[config.mk]
export PLATFORM = sky130hd
export DESIGN_NAME = fifo_reader_flat
export DESIGN_NICKNAME = d
export VERILOG_FILES = /design/src/rtl/fifo_pkg.sv /design/src/rtl/fifo_reader_if.sv /design/src/rtl/fifo_rd_skid.sv /design/src/rtl/fifo_reader.sv /design/src/flat_wrapper.sv
export SDC_FILE = /design/constraint.sdc
export NUM_CORES = 1
export LEC_CHECK = 0
export CORE_UTILIZATION = 40
export CTS_CLUSTER_SIZE = 12
export DETAILED_ROUTE_END_ITERATION = 7
export GPL_TIMING_DRIVEN = 0
export PLACE_DENSITY_LB_ADDON = 0.2
export SYNTH_ARGS = -nofsm -noshare
export SYNTH_HDL_FRONTEND = slang
export SYNTH_SLANG_ARGS = --single-unit
[constraint.sdc]
create_clock -name clk -period 2 [get_ports clk]
set_clock_uncertainty 0.05 [all_clocks]
set_input_delay 0.6 -clock clk [delete_from_list [all_inputs] [get_ports clk]]
set_output_delay 0.6 -clock clk [all_outputs]
set_load 0.02 [all_outputs]
[src/rtl/fifo_pkg.sv]
// Shared constants and read-FSM state encoding for the FIFO read-side consumer.
// Optional parity lane is enabled by defining FIFO_RD_PARITY_EN.
package fifo_pkg;

  localparam int unsigned DATA_WIDTH = 6;
  localparam int unsigned SKID_DEPTH = 2;
  localparam int unsigned CNT_WIDTH  = 8;

  typedef enum logic [1:0] {
    RD_IDLE    = 2'd0,
    RD_ISSUE   = 2'd1,
    RD_CAPTURE = 2'd2
  } rd_state_e;

endpackage

[src/rtl/fifo_reader_if.sv]
// FIFO read port plus downstream valid/ready stream of the FIFO reader.
// data_parity exists only when FIFO_RD_PARITY_EN is defined.
interface fifo_reader_if;
  import fifo_pkg::*;

  logic                  Fifo_Empty;
  logic [DATA_WIDTH-1:0] Fifo_Data_out;
  logic                  pop;
  logic [DATA_WIDTH-1:0] data_out;
  logic                  valid_out;
  logic                  ready_in;
  logic [CNT_WIDTH-1:0]  words_cnt;
  logic                  rd_err;
`ifdef FIFO_RD_PARITY_EN
  logic                  data_parity;

  modport master (
    input  Fifo_Empty, Fifo_Data_out, ready_in,
    output pop, data_out, valid_out, words_cnt, rd_err, data_parity
  );
  modport slave (
    output Fifo_Empty, Fifo_Data_out, ready_in,
    input  pop, data_out, valid_out, words_cnt, rd_err, data_parity
  );
`else
  modport master (
    input  Fifo_Empty, Fifo_Data_out, ready_in,
    output pop, data_out, valid_out, words_cnt, rd_err
  );
  modport slave (
    output Fifo_Empty, Fifo_Data_out, ready_in,
    input  pop, data_out, valid_out, words_cnt, rd_err
  );
`endif

endinterface

[src/rtl/fifo_rd_skid.sv]
// Two-entry skid buffer between FIFO capture and the downstream stream.
// Stores a parity bit per entry when FIFO_RD_PARITY_EN is defined.
module fifo_rd_skid
  import fifo_pkg::*;
(
  input  logic                  clk,
  input  logic                  reset,
  input  logic                  i_wr,
  input  logic [DATA_WIDTH-1:0] i_wr_data,
  input  logic                  i_ready,
  output logic [DATA_WIDTH-1:0] o_data,
  output logic                  o_valid,
  output logic                  o_deq,
  output logic [1:0]            o_count,
  output logic [1:0]            o_count_next,
`ifdef FIFO_RD_PARITY_EN
  output logic                  o_parity,
`endif
  output logic                  o_overrun
);

  logic [DATA_WIDTH-1:0] r_mem [SKID_DEPTH];
  logic                  r_head;
  logic [1:0]            r_count;
  logic                  r_overrun;

  logic       w_deq;
  logic       w_full;
  logic       w_accept;
  logic       w_drop;
  logic       w_tail;
  logic [1:0] w_count_next;

  assign w_deq  = (r_count != 2'd0) && i_ready;
  assign w_full = (r_count == 2'd2);
  // A full buffer still accepts when the head leaves in the same cycle.
  assign w_accept = i_wr && (!w_full || w_deq);
  assign w_drop   = i_wr && w_full && !w_deq;
  assign w_tail   = r_head ^ r_count[0];

  always_comb begin
    w_count_next = r_count;
    if (w_accept && !w_deq) begin
      w_count_next = r_count + 2'd1;
    end else if (!w_accept && w_deq) begin
      w_count_next = r_count - 2'd1;
    end
  end

  always_ff @(posedge clk) begin
    if (reset) begin
      r_mem[0]  <= '0;
      r_mem[1]  <= '0;
      r_head    <= 1'b0;
      r_count   <= 2'd0;
      r_overrun <= 1'b0;
    end else begin
      if (w_accept) begin
        r_mem[w_tail] <= i_wr_data;
      end
      if (w_deq) begin
        r_head <= ~r_head;
      end
      r_count   <= w_count_next;
      r_overrun <= w_drop;
    end
  end

`ifdef FIFO_RD_PARITY_EN
  logic r_par [SKID_DEPTH];

  always_ff @(posedge clk) begin
    if (reset) begin
      r_par[0] <= 1'b0;
      r_par[1] <= 1'b0;
    end else if (w_accept) begin
      r_par[w_tail] <= ^i_wr_data;
    end
  end

  assign o_parity = o_valid & r_par[r_head];
`endif

  assign o_valid      = (r_count != 2'd0);
  assign o_data       = o_valid ? r_mem[r_head] : '0;
  assign o_deq        = w_deq;
  assign o_count      = r_count;
  assign o_count_next = w_count_next;
  assign o_overrun    = r_overrun;

endmodule

[src/rtl/fifo_reader.sv]
// Read-side FIFO consumer: pop FSM, registered-read capture and delivered-word counter.
// Define FIFO_RD_PARITY_EN to add the data_parity output.
module fifo_reader
  import fifo_pkg::*;
(
  input  logic           clk,
  input  logic           reset,
  fifo_reader_if.master  bus
);

  rd_state_e r_state;
  rd_state_e w_state_next;

  logic [CNT_WIDTH-1:0]  r_words_cnt;
  logic                  w_pop;
  logic                  w_capture;
  logic                  w_deq;
  logic [1:0]            w_count;
  logic [1:0]            w_count_next;
  logic [DATA_WIDTH-1:0] w_data;
  logic                  w_valid;
  logic                  w_overrun;

  always_ff @(posedge clk) begin
    if (reset) begin
      r_state <= RD_IDLE;
    end else begin
      r_state <= w_state_next;
    end
  end

  // Fifo_Empty is only looked at outside ISSUE so it has settled after the last pop.
  always_comb begin
    w_state_next = r_state;
    case (r_state)
      RD_IDLE: begin
        if (!bus.Fifo_Empty && (w_count <= 2'd1)) begin
          w_state_next = RD_ISSUE;
        end
      end
      RD_ISSUE: begin
        w_state_next = RD_CAPTURE;
      end
      RD_CAPTURE: begin
        if (!bus.Fifo_Empty && (w_count_next <= 2'd1)) begin
          w_state_next = RD_ISSUE;
        end else begin
          w_state_next = RD_IDLE;
        end
      end
      default: begin
        w_state_next = RD_IDLE;
      end
    endcase
  end

  always_comb begin
    w_pop     = (r_state == RD_ISSUE);
    w_capture = (r_state == RD_CAPTURE);
  end

  fifo_rd_skid u_skid (
    .clk          (clk),
    .reset        (reset),
    .i_wr         (w_capture),
    .i_wr_data    (bus.Fifo_Data_out),
    .i_ready      (bus.ready_in),
    .o_data       (w_data),
    .o_valid      (w_valid),
    .o_deq        (w_deq),
    .o_count      (w_count),
    .o_count_next (w_count_next),
`ifdef FIFO_RD_PARITY_EN
    .o_parity     (bus.data_parity),
`endif
    .o_overrun    (w_overrun)
  );

  always_ff @(posedge clk) begin
    if (reset) begin
      r_words_cnt <= '0;
    end else if (w_deq) begin
      r_words_cnt <= r_words_cnt + 1'b1;
    end
  end

  assign bus.pop       = w_pop;
  assign bus.data_out  = w_data;
  assign bus.valid_out = w_valid;
  assign bus.words_cnt = r_words_cnt;
  assign bus.rd_err    = w_overrun;

endmodule

[src/flat_wrapper.sv]
// flat-port wrapper written by rule: the top's interface ports become plain ports
module fifo_reader_flat import fifo_pkg::*;
  (clk, reset, bus_Fifo_Empty, bus_Fifo_Data_out, bus_ready_in, bus_pop, bus_data_out, bus_valid_out, bus_words_cnt, bus_rd_err);
  fifo_reader_if bus_i ();
  input  logic clk;
  input  logic reset;
  input wire logic [$bits(bus_i.Fifo_Empty)-1:0] bus_Fifo_Empty;
  input wire logic [$bits(bus_i.Fifo_Data_out)-1:0] bus_Fifo_Data_out;
  input wire logic [$bits(bus_i.ready_in)-1:0] bus_ready_in;
  output wire logic [$bits(bus_i.pop)-1:0] bus_pop;
  output wire logic [$bits(bus_i.data_out)-1:0] bus_data_out;
  output wire logic [$bits(bus_i.valid_out)-1:0] bus_valid_out;
  output wire logic [$bits(bus_i.words_cnt)-1:0] bus_words_cnt;
  output wire logic [$bits(bus_i.rd_err)-1:0] bus_rd_err;
  assign bus_i.Fifo_Empty = bus_Fifo_Empty;
  assign bus_i.Fifo_Data_out = bus_Fifo_Data_out;
  assign bus_i.ready_in = bus_ready_in;
  assign bus_pop = bus_i.pop;
  assign bus_data_out = bus_i.data_out;
  assign bus_valid_out = bus_i.valid_out;
  assign bus_words_cnt = bus_i.words_cnt;
  assign bus_rd_err = bus_i.rd_err;
  fifo_reader u_core (.clk(clk), .reset(reset), .bus(bus_i));
endmodule
==> flow_summary.yaml <==
detailed_routing:
  wl_per_cell_um: 12.9
  viasPerCell: 4.74
  totalWireLength_um: 2500
  final_antenna_net_count: 0
  vias: 920
  drc: 0
  drtIter0Drc: 14
  drt-pass1-iter-count: 4
synth:
  yosysWarnings: 0
  yosys.area_share.simple: 0.245
  synth-edff-count: 12
  syn_inst: 117
  ys_seq_area_frac: 0.521
  ys_seq_elements: 27
  syn_nets: 131
  synth_top_area_cell: "edfxtp_1"
  synth-adder-area-share: 0.0395
  syn_avg_cell_area_um2: 10.8
  synth_cell_types: 28
  muxShareOfSynthArea: 0.0553
  synth_area_leaders: "edfxtp_1 28%, dfxtp_1 24%, and2_1 5.9%, mux2i_1 5.5%, xor2_1 4.8%"
  synth_area_um2: 1270
  synth_xor_area_frac: 0.0691
  synth_top_family_by_area: "simple AND/OR/NAND/NOR gates"
  synth.top_cell.area_share: 0.284
  synth_compound_area_frac: 0.0375
  synthFlopType: "dfxtp_1"
  synthArstFlopShare: 0
floorplan:
  start_util: 0.419
  io_pins: 27
  core_um2: 3030
  die_w_um: 58.3
  die_area_um2: 3400
  num_rows: 20
  die_h_um: 58.3
global_route:
  grtUsageTotal: 0.161
  grt_max_degree: 15
  grt_pass1_wl_um: 4020
  grt_pass1_vias: 879
  grt-ovfl-total: 0
  antenna_found_initial: 0
power:
  power_density_nw_per_um2: 937
  switching_share: 0.348
  pwr-share-comb: 0.407
  p_leak_uw: 0.000742
  peakVddDrop_mv: 0.420
  intPower_uw: 1020
  switching_power_uw: 542
  seq_power_share: 0.439
  pwr-share-clk: 0.154
critical_path:
  cp.required_ns: 1.35
  worstSetupPathType: "flop to output pin"
  worstPathMaxFanout: 6
  regToRegStartpoint: "u_core.u_skid.o_count[0]"
  end_kind: "output pin"
  cp-start-kind: "flop"
  arrival_ns: 1.32
place:
  numPortBuffers: 25
  place_ws_ns: -0.466
  dp_hpwl_um: 1660
  place.gp.congestion: 0.715
cts:
  path_clk_slew_ns: 0.14
  tritoncts: "built"
  clkSinkCount: 27
  cts_root_buf: "clkbuf_4"
  cts_buffers: 3
  cts_buffer_depth: 2
  htree_levels: 1
  clock_latency_ns: 0.32
sta:
  finalMaxSlewViolations: 0
  period_share: 0.983
  setup_tns_ns: 0
  maxSlewHeadroom: 0.700
  hold_slack_ns: 0.455
  hold_viol: 0
  clock.fmax_mhz: 508
  worst_pin_slew_ns: 0.449
  setup_ws_ns: 0.0331
  final.min_clock_period_ns: 1.97
  rsz0062_at_grt: "true"
  setup_viol_count_final: 0
min_path:
  hp-start: "u_core.bus.words_cnt[1]"
  hold_class: "flop to flop"
cells_and_area:
  synthToLayoutAreaGrowth_pct: 31.3
  final_util: 0.550
  nets: 165
  final_common_cell: "nor2_1"
  final_cell_mix: "13 x nor2_1, 12 x and2_1, 12 x dfxtp_1, 12 x edfxtp_1, 9 x clkdlybuf4s50_1"
  n_antenna_cell: 0
  drive_above_1_share: 0.220
run:
  drv_cap: 0
status:
  status: "complete, no violations"
-- final cells by class --
type | instances | area (um2)
sequential | 27 | 664
tap | 44 | 55.1
inverter | 3 | 11.3
timing repair buffer | 30 | 280
clock buffer | 4 | 26.3
buffer | 4 | 26.3
multi-input combinational | 82 | 601
fill | 275 | 1360
-- flip-flops by register name, indices dropped and copies added (netlist names), named ones only --
signal                   count
u_core.bus.words_cnt         8
u_core.r_state               2
u_core.u_skid.o_count        2
u_core.u_skid.r_mem         12
u_core.u_skid.r_head         1
u_core.u_skid.o_overrun      1
-- metal layers --
metal / GRT usage / up-vias / share of wire
li1: - / 462 / -
met1: 0.206 / 444 / 0.44
met4: 0.0510 / 0 / 0.0068
met5: 0 / - / 0
met2: 0.278 / 12 / 0.52
met3: 0.0286 / 2 / 0.025
-- what timing repair did --
item	4_1_cts	5_1_grt
endpoints found under the setup margin	24	17
buffers inserted	3	1
gates resized for setup	43	17
hold buffers	0	0
pin swaps	1	2
gates cloned	1	0
-- cells in the mapped netlist (all sizes together) (4+ instances only) --
cell type and count:
and2 12, dfxtp 15, edfxtp 12, ha 4, mux2i 7, nand2 5
nand4 4, nor2 17, nor2b 5, xor2 7
-- logic make-up after synthesis --
family | Yosys count
compound gates | 6
flops | 27
mux | 7
xor+xnor | 10
simple gates | 55
fa+ha+maj | 4
buf+inv | 8
-- critical path: stages (launching register included) --
cell     delay (ns)
dfxtp_2        0.47
mux2i_1        0.34
nor2_4         0.05
buf_6          0.13
-- final timing paths --
kind / to / slack [ns] / cells past startpoint
max: bus_data_out[2] / 0.03 / 3
min: u_core.bus.words_cnt[1] / 0.45 / 2
max reg2reg: u_core.u_skid.r_mem[0][5] / 0.10 / 7
min reg2reg: u_core.bus.words_cnt[1] / 0.45 / 2
-- stage by stage --
| stage | instance area (um2) | instances | power, uW |
|---|---|---|---|
| 2_1_floorplan | 1270 | 117 | 1060 |
| 3_3_place_gp | 1570 | 186 | 1230 |
| 3_5_place_dp | 1570 | 186 | 1240 |
| 4_1_cts | 1610 | 193 | 1500 |
| 5_1_grt | 1660 | 194 | 1650 |
| 6_report | 1660 | 194 | 1560 |
-- power groups by stage --
stage / clock network (uW) / logic, uW / registers [uW]
3_3_place_gp: 0 / 554 / 674
4_1_cts: 241 / 574 / 684
2_1_floorplan: 0 / 377 / 678
3_5_place_dp: 0 / 565 / 678
5_1_grt: 277 / 684 / 692
6_report: 240 / 634 / 684
Note: power is estimated with default switching activity, not from simulation.
